`config.mk`:
```
export PLATFORM = sky130hd
export DESIGN_NAME = vram_write_ctrl_flat
export DESIGN_NICKNAME = d
export VERILOG_FILES = /design/src/rtl/vram_write_ctrl_pkg.sv /design/src/rtl/vram_write_ctrl_if.sv /design/src/rtl/vram_write_ctrl_start_sync.sv /design/src/rtl/vram_write_ctrl.sv /design/src/flat_wrapper.sv
export SDC_FILE = /design/constraint.sdc
export NUM_CORES = 1
export LEC_CHECK = 0
export ABC_CLOCK_PERIOD_IN_PS = 3450
export BUFFER_PORTS_ARGS = -buffer_cell sky130_fd_sc_hd__buf_2
export CORE_UTILIZATION = 45
export CTS_BUF_LIST = sky130_fd_sc_hd__clkbuf_2
export DETAILED_ROUTE_END_ITERATION = 10
export GPL_ROUTABILITY_DRIVEN = 1
export GPL_TIMING_DRIVEN = 0
export PLACE_DENSITY = 0.78
export SYNTH_ARGS = -nofsm -noshare
export SYNTH_HDL_FRONTEND = slang
export SYNTH_SLANG_ARGS = --single-unit
```
`constraint.sdc`:
```
create_clock -name ACLK -period 3.45 [get_ports ACLK]
set_clock_uncertainty 0.1 [all_clocks]
set_input_delay 0 -clock ACLK [delete_from_list [all_inputs] [get_ports ACLK]]
set_output_delay 0 -clock ACLK [all_outputs]
set_load 0.02 [all_outputs]
```
`src/rtl/vram_write_ctrl_pkg.sv`:
```
// Shared constants and state encoding for the VRAM write initiator.
// Also referenced by the display read controller (same window, same frame size).
package vram_pkg;
    localparam logic [27:0] FRAME_BYTES      = 28'd1572864;
    localparam logic [27:0] BURST_BYTES      = 28'd64;
    localparam logic [3:0]  VRAM_BASE_NIBBLE = 4'b0001;
    localparam logic [7:0]  AWLEN_FIXED      = 8'd15;

    typedef enum logic [2:0] {
        HALT,
        WAITFIFO,
        SETADDR,
        WRITING,
        WAITRESP
    } wr_state_e;
endpackage

```
`src/rtl/vram_write_ctrl_if.sv`:
```
// AXI4 write-channel bundle (AW/W/B) between the write initiator and the HP port.
interface vram_write_ctrl_if;
    logic [31:0] AWADDR;
    logic [7:0]  AWLEN;
    logic        AWVALID;
    logic        AWREADY;
    logic [31:0] WDATA;
    logic [3:0]  WSTRB;
    logic        WLAST;
    logic        WVALID;
    logic        WREADY;
    logic [1:0]  BRESP;
    logic        BVALID;
    logic        BREADY;

    modport master (
        output AWADDR, AWLEN, AWVALID, WDATA, WSTRB, WLAST, WVALID, BREADY,
        input  AWREADY, WREADY, BRESP, BVALID
    );

    modport slave (
        input  AWADDR, AWLEN, AWVALID, WDATA, WSTRB, WLAST, WVALID, BREADY,
        output AWREADY, WREADY, BRESP, BVALID
    );
endinterface

```
`src/rtl/vram_write_ctrl_start_sync.sv`:
```
// 3-FF synchronizer for an asynchronous start level plus rising-edge detect.
// Shared with the read controller; rise is a one-cycle pulse.
module start_sync (
    input  logic clk,
    input  logic rst_n,
    input  logic async_in,
    output logic rise
);
    logic [2:0] sync;

    always_ff @(posedge clk or negedge rst_n) begin
        if (!rst_n) sync <= '0;
        else        sync <= {sync[1:0], async_in};
    end

    // Edge is taken between the two settled stages, never the metastable one.
    assign rise = (sync[2:1] == 2'b01);
endmodule

```
`src/rtl/vram_write_ctrl.sv`:
```
// AXI4 write initiator: streams one frame from a show-ahead FIFO into VRAM in
// fixed 16-beat bursts. Optional macro VRAM_WR_BRESP_CHECK_EN enables BRESP error abort.
module vram_write_ctrl #(
    parameter logic [27:0] FRAME_BYTES = vram_pkg::FRAME_BYTES,
    parameter logic [27:0] BURST_BYTES = vram_pkg::BURST_BYTES
) (
    input  logic                     ACLK,
    input  logic                     ARESETN,
    vram_write_ctrl_if.master        axi,
    input  logic                     WRSTART,
    input  logic [27:0]              WRADDR,
    input  logic [31:0]              FIFODATA,
    input  logic                     FIFOREADY,
    output logic                     FIFORD,
    output logic                     WRBUSY,
    output logic                     WRERR
);
    import vram_pkg::*;

    wr_state_e   state, state_nxt;
    logic [27:0] addrcnt;
    logic [3:0]  beatcnt;
    logic        wrstart;
    logic        bresp_err;
    logic        aw_valid, w_valid, b_ready;

    start_sync u_start_sync (
        .clk      (ACLK),
        .rst_n    (ARESETN),
        .async_in (WRSTART),
        .rise     (wrstart)
    );

`ifdef VRAM_WR_BRESP_CHECK_EN
    assign bresp_err = (axi.BRESP != 2'b00);
`else
    logic unused_bresp;
    assign unused_bresp = ^axi.BRESP;
    assign bresp_err    = 1'b0;
`endif

    always_ff @(posedge ACLK or negedge ARESETN) begin
        if (!ARESETN) state <= HALT;
        else          state <= state_nxt;
    end

    always_comb begin
        state_nxt = state;
        case (state)
            HALT:     if (wrstart)   state_nxt = WAITFIFO;
            WAITFIFO: if (FIFOREADY) state_nxt = SETADDR;
            SETADDR:  if (axi.AWREADY) state_nxt = WRITING;
            WRITING:  if (axi.WREADY && beatcnt == 4'd15) state_nxt = WAITRESP;
            WAITRESP: begin
                if (axi.BVALID) begin
                    if (bresp_err)                    state_nxt = HALT;
                    else if (addrcnt == FRAME_BYTES)  state_nxt = HALT;
                    else if (!FIFOREADY)              state_nxt = WAITFIFO;
                    else                              state_nxt = SETADDR;
                end
            end
            default:  state_nxt = HALT;
        endcase
    end

    // Channel valids come straight from the registered state, so they never glitch.
    always_comb begin
        aw_valid = 1'b0;
        w_valid  = 1'b0;
        b_ready  = 1'b0;
        case (state)
            SETADDR:  aw_valid = 1'b1;
            WRITING:  w_valid  = 1'b1;
            WAITRESP: b_ready  = 1'b1;
            default:  ;
        endcase
    end

    always_ff @(posedge ACLK or negedge ARESETN) begin
        if (!ARESETN)                         addrcnt <= '0;
        else if (state == HALT && wrstart)    addrcnt <= '0;
        else if (aw_valid && axi.AWREADY)     addrcnt <= addrcnt + BURST_BYTES;
    end

    // Held at zero outside WRITING so every burst starts from beat 0.
    always_ff @(posedge ACLK or negedge ARESETN) begin
        if (!ARESETN)                  beatcnt <= '0;
        else if (state != WRITING)     beatcnt <= '0;
        else if (axi.WREADY)           beatcnt <= beatcnt + 4'd1;
    end

`ifdef VRAM_WR_BRESP_CHECK_EN
    always_ff @(posedge ACLK or negedge ARESETN) begin
        if (!ARESETN)                                           WRERR <= 1'b0;
        else if (state == HALT && wrstart)                      WRERR <= 1'b0;
        else if (state == WAITRESP && axi.BVALID && bresp_err)  WRERR <= 1'b1;
    end
`else
    assign WRERR = 1'b0;
`endif

    assign axi.AWADDR  = {VRAM_BASE_NIBBLE, addrcnt + WRADDR};
    assign axi.AWLEN   = AWLEN_FIXED;
    assign axi.AWVALID = aw_valid;
    assign axi.WDATA   = FIFODATA;
    assign axi.WSTRB   = 4'hF;
    assign axi.WVALID  = w_valid;
    assign axi.WLAST   = w_valid && (beatcnt == 4'd15);
    assign axi.BREADY  = b_ready;
    assign FIFORD      = w_valid && axi.WREADY;
    assign WRBUSY      = (state != HALT);
endmodule
```
`src/flat_wrapper.sv`:
```
// flat-port wrapper written by rule: the top's interface ports become plain ports
module vram_write_ctrl_flat import vram_pkg::*;
#(
    parameter logic [27:0] FRAME_BYTES = vram_pkg::FRAME_BYTES,
    parameter logic [27:0] BURST_BYTES = vram_pkg::BURST_BYTES
)
  (ACLK, ARESETN, WRSTART, WRADDR, FIFODATA, FIFOREADY, FIFORD, WRBUSY, WRERR, axi_AWADDR, axi_AWLEN, axi_AWVALID, axi_WDATA, axi_WSTRB, axi_WLAST, axi_WVALID, axi_BREADY, axi_AWREADY, axi_WREADY, axi_BRESP, axi_BVALID);
  vram_write_ctrl_if axi_i ();
  input  logic ACLK;
  input  logic ARESETN;
  input  logic WRSTART;
  input  logic [27:0] WRADDR;
  input  logic [31:0] FIFODATA;
  input  logic FIFOREADY;
  output logic FIFORD;
  output logic WRBUSY;
  output logic WRERR;
  output wire logic [$bits(axi_i.AWADDR)-1:0] axi_AWADDR;
  output wire logic [$bits(axi_i.AWLEN)-1:0] axi_AWLEN;
  output wire logic [$bits(axi_i.AWVALID)-1:0] axi_AWVALID;
  output wire logic [$bits(axi_i.WDATA)-1:0] axi_WDATA;
  output wire logic [$bits(axi_i.WSTRB)-1:0] axi_WSTRB;
  output wire logic [$bits(axi_i.WLAST)-1:0] axi_WLAST;
  output wire logic [$bits(axi_i.WVALID)-1:0] axi_WVALID;
  output wire logic [$bits(axi_i.BREADY)-1:0] axi_BREADY;
  input wire logic [$bits(axi_i.AWREADY)-1:0] axi_AWREADY;
  input wire logic [$bits(axi_i.WREADY)-1:0] axi_WREADY;
  input wire logic [$bits(axi_i.BRESP)-1:0] axi_BRESP;
  input wire logic [$bits(axi_i.BVALID)-1:0] axi_BVALID;
  assign axi_AWADDR = axi_i.AWADDR;
  assign axi_AWLEN = axi_i.AWLEN;
  assign axi_AWVALID = axi_i.AWVALID;
  assign axi_WDATA = axi_i.WDATA;
  assign axi_WSTRB = axi_i.WSTRB;
  assign axi_WLAST = axi_i.WLAST;
  assign axi_WVALID = axi_i.WVALID;
  assign axi_BREADY = axi_i.BREADY;
  assign axi_i.AWREADY = axi_AWREADY;
  assign axi_i.WREADY = axi_WREADY;
  assign axi_i.BRESP = axi_BRESP;
  assign axi_i.BVALID = axi_BVALID;
  vram_write_ctrl #(.FRAME_BYTES(FRAME_BYTES), .BURST_BYTES(BURST_BYTES)) u_core (.ACLK(ACLK), .ARESETN(ARESETN), .axi(axi_i), .WRSTART(WRSTART), .WRADDR(WRADDR), .FIFODATA(FIFODATA), .FIFOREADY(FIFOREADY), .FIFORD(FIFORD), .WRBUSY(WRBUSY), .WRERR(WRERR));
endmodule
```
==> results of run 1 <==
[cell usage after synthesis, types with 4 or more instances]
cell	number
nor3_1	7
a21oi_1	21
clkbuf_1	10
a211oi_1	4
inv_1	8
or3_1	4
nand2_1	27
nor3b_1	4
xnor2_1	16
nor2b_1	4
o21a_1	5
nor4_1	5
nand3_1	13
o21ai_1	6
a21o_1	10
nand4_1	7
dfrtp_1	32
and3_1	6
nor2_1	41
xor2_1	28
ha_1	25
a31oi_1	4
o21ai_0	9
buf_4	50
[stage by stage]
stage | total power, mW | hold WS, ns | setup WS (ns) | cells | instance area, sq um
2_1_floorplan | 0.944 | -0.396 | 0.915 | 409 | 3320
4_1_cts | 1.40 | 0.0879 | 0.309 | 618 | 4060
5_1_grt | 1.48 | 0.121 | 0.0715 | 618 | 4060
3_3_place_gp | 1.10 | -0.0162 | 0.789 | 604 | 3940
3_5_place_dp | 1.13 | -0.0173 | 0.750 | 604 | 3940
6_report | 1.39 | 0.0853 | 0.327 | 618 | 4060
[worst register-to-register path: stages, from the launching register on]
cell           delay (ns)
dfrtp_1              0.49
nor4_1               0.39
nand4_1              0.14
nor4_1               0.40
or4_1                0.18
a21oi_1              0.06
dlygate4sd3_1        0.55
[sequential cells by signal (all words and copies together) (netlist names)]
register and cells:
u_core.u_start_sync.sync 3, u_core.beatcnt 4, u_core.addrcnt 22, u_core.state 3
[worst paths after layout]
kind / from / endpoint / slack, ns / cells past startpoint
setup / recovery: u_core.addrcnt[9] / axi_AWADDR[25] / 0.33 / 8
hold / removal: ARESETN / u_core.addrcnt[19] / 0.09 / 2
setup reg to reg: u_core.addrcnt[10] / u_core.state[0] / 1.03 / 6
hold reg to reg: u_core.u_start_sync.sync[0] / u_core.u_start_sync.sync[1] / 0.27 / 0
max in group asynchronous: ARESETN / u_core.u_start_sync.sync[2] / 2.72 / 2
min in group ACLK: FIFODATA[1] / axi_WDATA[1] / 0.12 / 2
[kinds of logic after synthesis]
| group | count (synthesis) | share of synthesized area [%] |
|---|---|---|
| AO/OA/AOI/OAI | 79 | 16.7 |
| other | 2 | 0.230 |
| AND/OR/NAND/NOR | 137 | 22.2 |
| buffers and inverters | 72 | 14.3 |
| XOR/XNOR | 44 | 11.8 |
| adder cells (fa/ha/maj) | 25 | 9.59 |
| multiplexers | 2 | 0.614 |
| flip-flops | 32 | 24.5 |
[layer usage]
metal / track usage (%) / vias to the layer above
met5: 0 / -
met4: 7.15 / 0
met3: 2.37 / 17
met2: 35.5 / 111
met1: 22.4 / 1442
li1: - / 1584
[layout by cell type (no fill, tap or decap), drive strengths merged, types with 8 or more instances in the layout]
cell      n
conb     18
o21ai    15
xor2     28
a21o     10
nor2     41
nand3    14
and3      8
dfrtp    32
nand2    27
inv       9
clkbuf   16
ha       25
buf     152
nor3      8
a21oi    21
nand4     8
xnor2    16
[report_power, final]
group / total [mW] / switching [mW] / internal, mW
sequential: 0.445 / 0.0334 / 0.412
clock: 0.252 / 0.127 / 0.125
combinational: 0.697 / 0.408 / 0.289
total: 1.39 / 0.568 / 0.826
[final cells by class]
| cell class | instances | area (sq um) |
|---|---|---|
| Fill cell | 646 | 2840 |
| Multi-Input combinational cell | 305 | 2050 |
| Sequential cell | 32 | 801 |
| Timing Repair Buffer | 105 | 556 |
| Buffer | 63 | 434 |
| Tap cell | 96 | 120 |
| Clock inverter | 2 | 35.0 |
| Inverter | 9 | 33.8 |
| Clock buffer | 6 | 30.0 |
[repair_timing]
| item | 4_1_cts | 5_1_grt |
|---|---|---|
| endpoints found under the hold margin | 40 | 0 |
| hold buffers | 6 | 0 |
| buffers inserted | 0 | 0 |
==> run_results.csv, run 1 <==
group,metric,value,unit
logic_synthesis,synth_seq_area_share,24.5,%
logic_synthesis,postSynthAreaPerCell,8.30,sq um
timing,min_period,3.12,ns
floorplanning,core_area,0.00691,sq mm
timing,worstMarginPinSlew,0.672,ns
routing,dr.max_layer_used,"met4",
clock_tree,clock_latency,0.36,ns
clock_tree,clkSinkCount,32,
place,post-dp-hpwl,5990,um
global_route,grt_overflow,0,
worst_setup_path,cp-start-kind,"flip-flop",
logic_synthesis,syn-cell-area,0.00326,sq mm
worst_setup_path,crit_path_max_fanout,6,
place,portBuffers,99,
logic_synthesis,synth_edf_count,0,
logic_synthesis,yosysTopAreaCellShare,24.5,%
worst_setup_path,crit_path_top_delay_cell,"dfrtp_1",
finish,synthToLayoutAreaGrowth,24.5,%
worst_setup_path,timing.critical_path.to_type,"output pin",
hold_path,hold_path_class,"in -> async",
place,gp_congestion,0.911,
global_route,grt_usage,19.1,%
run,drv_cap,0,
logic_synthesis,syn_inst,393,
worst_setup_path,worst-endpoint-required,3.35,ns
worst_setup_path,crit_family,"compound AO/OA/AOI/OAI gates",
finish,drive_gt1_share,33.0,%
logic_synthesis,ys_types,58,
routing,vias_per_cell,5.10,
logic_synthesis,synth_flop_cell,"dfrtp_1",
timing,fmax,0.320,GHz
logic_synthesis,ys_async_sr_fraction,100,%
pwr,p_leak,2.13,nW
worst_setup_path,crit_chain,"ha_1 -> a21o_1 -> a221o_2 -> a31oi_1 -> o21ai_1 -> nor4b_1 -> a311oi_1 -> buf_2",
routing,ant_nets,0,
routing,wl_met3,482,um
routing,drc,0,
timing,post-route-period-util,90.5,%
clock_tree,cts-resized-gates,0,
floorplanning,start_util,47.2,%
routing,wl_met2,3650,um
finish,final_core_util,58.8,%
clock_tree,cts_buffers,5,
routing,wl_met1,3080,um
routing,vias,3154,
timing,setup_viol,0,
clock_tree,clk_path_buf_depth,2,
routing,totalWireLength,7350,um
global_route,grt_start_max_net_pins,33,
global_route,antenna_found_initial,0,
run_status,status,"complete, no violations",
timing,hold_violations,0,
global_route,grt_pass1_wl,11600,um
worst_setup_path,cp.arrival,3.02,ns
routing,drt_iter0_drc,177,
timing,finalMaxSlewViolations,0,
clock_tree,cts_tree,"done",
timing,rsz0062_at_grt,"false",
finish,nets,615,
logic_synthesis,synth_top_area_cell,"dfrtp_1",
floorplanning,die-area,0.00760,sq mm
routing,wl_per_cell,11.9,um
floorplanning,die_height,87.2,um
worst_setup_path,worstSetupPathType,"reg -> out",
logic_synthesis,synth-seq-cells,32,
floorplanning,die_width,87.2,um
pwr,p_per_area,343,mW/mm^2
pwr,peakVddDrop,0.348,mV
logic_synthesis,yosys_warnings,0,
routing,drt-pass1-iter-count,4,
worst_setup_path,path_buf_inv,1,
clock_tree,clockRootBuffer,"clkbuf_2",
floorplanning,placementRows,30,
clock_tree,htree_levels,2,
finish,diodes,0,
floorplanning,ios,152,
logic_synthesis,synth.area.top_cells,"dfrtp_1, buf_4, ha_1",
timing,setup_tns,0,ns
timing,slew_headroom,55.2,%
clock_tree,clk_pin_slew_worst_paths,0.17,ns
worst_setup_path,cpPeakStageDelay,0.50,ns
global_route,grt_pass1_vias,2859,
(Power assumes the default switching activity.)
==> run 2, diff against run 1 <==
--- a/config.mk
+++ b/config.mk
@@ -7,12 +7,12 @@
 export LEC_CHECK = 0
 export ABC_CLOCK_PERIOD_IN_PS = 3450
 export BUFFER_PORTS_ARGS = -buffer_cell sky130_fd_sc_hd__buf_2
-export CORE_UTILIZATION = 45
+export CORE_UTILIZATION = 47
 export CTS_BUF_LIST = sky130_fd_sc_hd__clkbuf_2
 export DETAILED_ROUTE_END_ITERATION = 10
-export GPL_ROUTABILITY_DRIVEN = 1
+export GPL_ROUTABILITY_DRIVEN = 0
 export GPL_TIMING_DRIVEN = 0
-export PLACE_DENSITY = 0.78
+export PLACE_DENSITY = 0.81
 export SYNTH_ARGS = -nofsm -noshare
 export SYNTH_HDL_FRONTEND = slang
 export SYNTH_SLANG_ARGS = --single-unit
==> run_results.csv, run 2 (synthesis gave the netlist of run 1 again) <==
group,metric,value,unit
pwr,p_sw_share,42.7,%
timing,finalMaxSlewViolations,0,
worst_setup_path,cp-start-kind,"flip-flop",
place,dpl.cell_count,588,
floorplanning,placementRows,30,
clock_tree,htree_levels,2,
routing,vias,3137,
timing,hold_violations,0,
routing,drc,0,
finish,nets,615,
clock_tree,clk_path_buf_depth,2,
timing,min_period,3.14,ns
floorplanning,core_area,0.00676,sq mm
routing,wl_met1,3110,um
pwr,pwr-share-comb,52.7,%
routing,dr.max_layer_used,"met4",
worst_setup_path,timing.critical_path.to_type,"output pin",
pwr,finalPower,1.32,mW
timing,whs,0.0990,ns
pwr,seq_power_share,33.8,%
pwr,power.internal,0.754,mW
hold_path,hold_path_class,"in -> async",
routing,drt-pass1-iter-count,4,
routing,drt_iter0_drc,133,
place,portBuffers,99,
run_status,status,"complete, no violations",
worst_setup_path,worstSetupPathType,"reg -> out",
global_route,grt_pass1_vias,2836,
finish,diodes,0,
timing,setup_tns,0,ns
global_route,antenna_found_initial,0,
routing,wl_per_cell,11.9,um
global_route,grt_usage,19.6,%
pwr,peakVddDrop,0.361,mV
finish,drive_gt1_share,32.8,%
routing,wl_met3,415,um
worst_setup_path,crit_path_max_fanout,6,
pwr,p_leak,2.12,nW
finish,largestRegisters,"u_core.addrcnt x22, u_core.beatcnt x4",
clock_tree,cts_buffers,5,
worst_setup_path,cp.arrival,3.04,ns
floorplanning,die_height,85.3,um
global_route,grt_pass1_wl,11800,um
worst_setup_path,worst-endpoint-required,3.35,ns
routing,wl_met2,3530,um
finish,top_register,"u_core.addrcnt",
floorplanning,start_util,48.3,%
place,post-dp-hpwl,5690,um
timing,fmax,0.319,GHz
routing,ant_nets,0,
global_route,grt_overflow,0,
finish,stdcell_count,602,
timing,setup_viol,0,
pwr,p_per_area,328,mW/mm^2
worst_setup_path,rrSetupSlack,1.00,ns
clock_tree,clkSinkCount,32,
pwr,clkPwrFrac,13.6,%
routing,totalWireLength,7170,um
run,drv_cap,0,
global_route,grt_start_max_net_pins,33,
routing,vias_per_cell,5.21,
finish,largest_register_ffs,22,
floorplanning,die-area,0.00728,sq mm
clock_tree,clk_pin_slew_worst_paths,0.16,ns
pwr,net-switching-power,0.563,mW
finish,layout_common_cells,"buf_2, buf_4, nor2_1, dfrtp_1, xor2_1",
clock_tree,clock_latency,0.36,ns
timing,post-route-period-util,90.9,%
timing,worstMarginPinSlew,0.701,ns
floorplanning,die_width,85.3,um
clock_tree,cts_tree,"done",
floorplanning,ios,152,
clock_tree,clockRootBuffer,"clkbuf_2",
finish,synthToLayoutAreaGrowth,23.1,%
finish,final_core_util,59.5,%
timing,slew_headroom,53.3,%
timing,rsz0062_at_grt,"false",
finish,final_common_cell,"buf_2",
==> run 2: cell count changes in the layout (fill, tap and decap cells not counted), sizes merged <==
cell,change
bufinv,-1
clkbuf,+1
==> run 2: per-stage QoR <==
stage | worst slack [ns] | instance area (sq um)
5_1_grt | 0.117 | 4020
3_3_place_gp | 0.799 | 3920
4_1_cts | 0.325 | 4020
6_report | 0.313 | 4020
2_1_floorplan | 0.915 | 3320
3_5_place_dp | 0.772 | 3920
==> run 2: timing repair <==
action                                  in CTS  in global routing
resized for setup                            0                  0
hold endpoints to repair                    40                  0
setup buffers                                0                  0
hold buffers                                 6                  0
endpoints found under the setup margin       0                  0
==> run 2: cell type report <==
class	count	area [sq um]
well taps	80	100
inverters	9	33.8
repair buffers	105	556
plain buffers	63	434
clock buffers	7	35.0
clock inverters	1	3.75
multi-input cells	305	2050
flip-flops and latches	32	801
fillers	596	2740
==> run 2: worst paths after layout <==
kind                                        startpoint                     endpoint  cells after the start
setup / recovery                     u_core.addrcnt[9]               axi_AWADDR[25]                      8
hold / removal                                 ARESETN            u_core.beatcnt[0]                      2
setup reg to reg                    u_core.addrcnt[10]              u_core.state[0]                      6
hold reg to reg            u_core.u_start_sync.sync[0]  u_core.u_start_sync.sync[1]                      0
max in group asynchronous                      ARESETN           u_core.addrcnt[19]                      2
min in group ACLK                         FIFODATA[28]                axi_WDATA[28]                      2
==> run 2: power by group through the flow <==
stage / clock network [mW] / logic (mW) / registers, mW
after global routing: 0.202 / 0.760 / 0.450
after floorplan: 0 / 0.501 / 0.443
final: 0.179 / 0.693 / 0.445
after CTS: 0.189 / 0.693 / 0.445
after global placement: 0 / 0.653 / 0.450
after detailed placement: 0 / 0.670 / 0.452
==> run 2: routing by layer <==
layer	track usage, %	vias up
li1	-	1585
met1	22.8	1416
met2	36.3	124
met3	3.60	12
met4	6.67	0
met5	0	-
==> run 2: critical path, cell delays in order, from the launching register on <==
cell and delay, ns:
dfrtp_1 0.50, ha_1 0.38, a21o_1 0.22, a221o_2 0.44, a31oi_1 0.31, o21ai_1 0.27
nor4b_1 0.31, a311oi_1 0.08, buf_2 0.18
==> run 3, diff against run 2 <==
--- a/config.mk
+++ b/config.mk
@@ -6,13 +6,13 @@
 export NUM_CORES = 1
 export LEC_CHECK = 0
 export ABC_CLOCK_PERIOD_IN_PS = 3450
-export BUFFER_PORTS_ARGS = -buffer_cell sky130_fd_sc_hd__buf_2
 export CORE_UTILIZATION = 47
 export CTS_BUF_LIST = sky130_fd_sc_hd__clkbuf_2
 export DETAILED_ROUTE_END_ITERATION = 10
+export DONT_BUFFER_PORTS = 1
 export GPL_ROUTABILITY_DRIVEN = 0
 export GPL_TIMING_DRIVEN = 0
-export PLACE_DENSITY = 0.81
+export PLACE_DENSITY = 0.62
 export SYNTH_ARGS = -nofsm -noshare
 export SYNTH_HDL_FRONTEND = slang
 export SYNTH_SLANG_ARGS = --single-unit
==> run_results.csv, run 3 (synthesis gave the netlist of run 1 again) <==
group,metric,value,unit
clock_tree,cts_buffers,5,
finish,top_register,"u_core.addrcnt",
finish,finalInstanceArea,0.00358,sq mm
worst_setup_path,cp.arrival,3.10,ns
worst_setup_path,r2r_end,"u_core.addrcnt[7]",
worst_setup_path,rrSetupSlack,1.04,ns
worst_setup_path,cp-start-kind,"flip-flop",
floorplanning,placementRows,30,
routing,ant_nets,0,
hold_path,hold_path_class,"in -> out",
timing,finalMaxSlewViolations,0,
floorplanning,start_util,48.3,%
clock_tree,post_cts_buffers,0,
timing,hold_violations,0,
pwr,peakVddDrop,0.437,mV
routing,drt_iter0_drc,124,
worst_setup_path,timing.critical_path.to_type,"output pin",
timing,setup_tns,0,ns
global_route,grt_pass1_vias,2447,
global_route,grt_pass1_wl,10700,um
routing,wl_per_cell,13.4,um
worst_setup_path,worstReg2RegStart,"u_core.state[1]",
global_route,grt_start_max_net_pins,33,
timing,fmax,0.312,GHz
floorplanning,core_area,0.00676,sq mm
finish,final_common_cell,"buf_4",
clock_tree,cts_tree,"done",
pwr,p_leak,1.75,nW
routing,drc,0,
worst_setup_path,worst-endpoint-required,3.35,ns
global_route,grt_usage,18.0,%
worst_setup_path,crit_path_max_fanout,9,
finish,diodes,0,
worst_setup_path,worstRegToRegCells,5,
run_status,status,"complete, no violations",
global_route,antenna_found_initial,0,
floorplanning,die_height,85.3,um
place,dpl_cell_area,0.00342,sq mm
floorplanning,die-area,0.00728,sq mm
finish,synthToLayoutAreaGrowth,9.70,%
clock_tree,clock_latency,0.37,ns
timing,post-route-period-util,92.8,%
routing,vias_per_cell,5.50,
finish,drive_gt1_share,17.9,%
hold_path,holdPathStages,1,
pwr,p_per_area,343,mW/mm^2
clock_tree,clkSinkCount,32,
routing,drt-pass1-iter-count,5,
finish,layout_common_cells,"buf_4, nor2_1, dfrtp_1, xor2_1, nand2_1",
clock_tree,clockRootBuffer,"clkbuf_2",
routing,vias,2780,
timing,min_period,3.20,ns
timing,setup_viol,0,
hold_path,min_to,"axi_WDATA[19]",
run,drv_cap,0,
timing,worstMarginPinSlew,0.744,ns
routing,totalWireLength,6740,um
place,post-dp-hpwl,5330,um
timing,slew_headroom,50.3,%
floorplanning,ios,152,
timing,rsz0062_at_grt,"false",
worst_setup_path,worstSetupPathType,"reg -> out",
floorplanning,die_width,85.3,um
clock_tree,htree_levels,2,
clock_tree,clk_pin_slew_worst_paths,0.18,ns
finish,largestRegisters,"u_core.addrcnt x22, u_core.beatcnt x4",
place,portBuffers,0,
hold_path,min_from,"FIFODATA[19]",
finish,nets,519,
clock_tree,clk_path_buf_depth,2,
global_route,grt_overflow,0,
finish,largest_register_ffs,22,
run 3: routing by layer:
metal / track usage (%) / wire length, um / vias up
met5: 0 / 0 / -
met4: 4.24 / 70 / 0
met3: 3.31 / 376 / 8
met2: 30.9 / 3210 / 85
met1: 23.4 / 3080 / 1296
li1: - / - / 1391
run 3: how the worst max path moves through the flow:
stage / from / to / slack (ns) / cells after the start
2_1_floorplan: u_core.addrcnt[9] / axi_AWADDR[25] / 0.91 / 6
3_3_place_gp: u_core.addrcnt[19] / axi_AWADDR[25] / 0.62 / 7
3_5_place_dp: u_core.addrcnt[19] / axi_AWADDR[25] / 0.59 / 7
4_1_cts: u_core.addrcnt[19] / axi_AWADDR[25] / 0.12 / 7
5_1_grt: u_core.addrcnt[19] / axi_AWADDR[25] / 0.03 / 7
6_report: u_core.addrcnt[19] / axi_AWADDR[25] / 0.25 / 7
run 3: report_power, final:
group	internal, mW	total (mW)	switching, mW	leakage, nW
clock	0.0484	0.175	0.126	0.0288
combinational	0.226	0.610	0.383	1.29
sequential	0.412	0.442	0.0308	0.432
run 3: layout make-up:
class / instances / area (sq um)
multi-input combinational: 305 / 2070
inverter: 9 / 33.8
sequential: 32 / 801
buffer: 63 / 434
clock inverter: 1 / 5.00
clock buffer: 6 / 30.0
timing repair buffer: 9 / 110
tap: 80 / 100
fill: 673 / 3180
run 3: worst max-delay path: stages, from the launching register on:
cell and delay (ns):
dfrtp_1 0.50, ha_1 0.30, clkbuf_1 0.32, nand4_1 0.21, or2_2 0.33, o21ai_1 0.44
nor4b_1 0.13, a311oi_2 0.47
run 3: repair_timing:
item                                   CTS  global route
gates resized for setup                  0             2
hold buffers                             9             0
setup endpoints to repair                0             2
endpoints found under the hold margin   40             0
run 3: through the flow:
stage,cells,worst slack (ns),util [%],hold slack (ns),power (mW)
after detailed placement,489,0.587,50.7,-0.395,1.02
after global routing,505,0.0334,53.0,0.0145,1.31
after floorplan,409,0.915,-,-0.396,0.944
final,505,0.250,53.0,0.0131,1.23
after CTS,505,0.120,52.8,0.0134,1.24
after global placement,489,0.623,50.7,-0.395,1.01
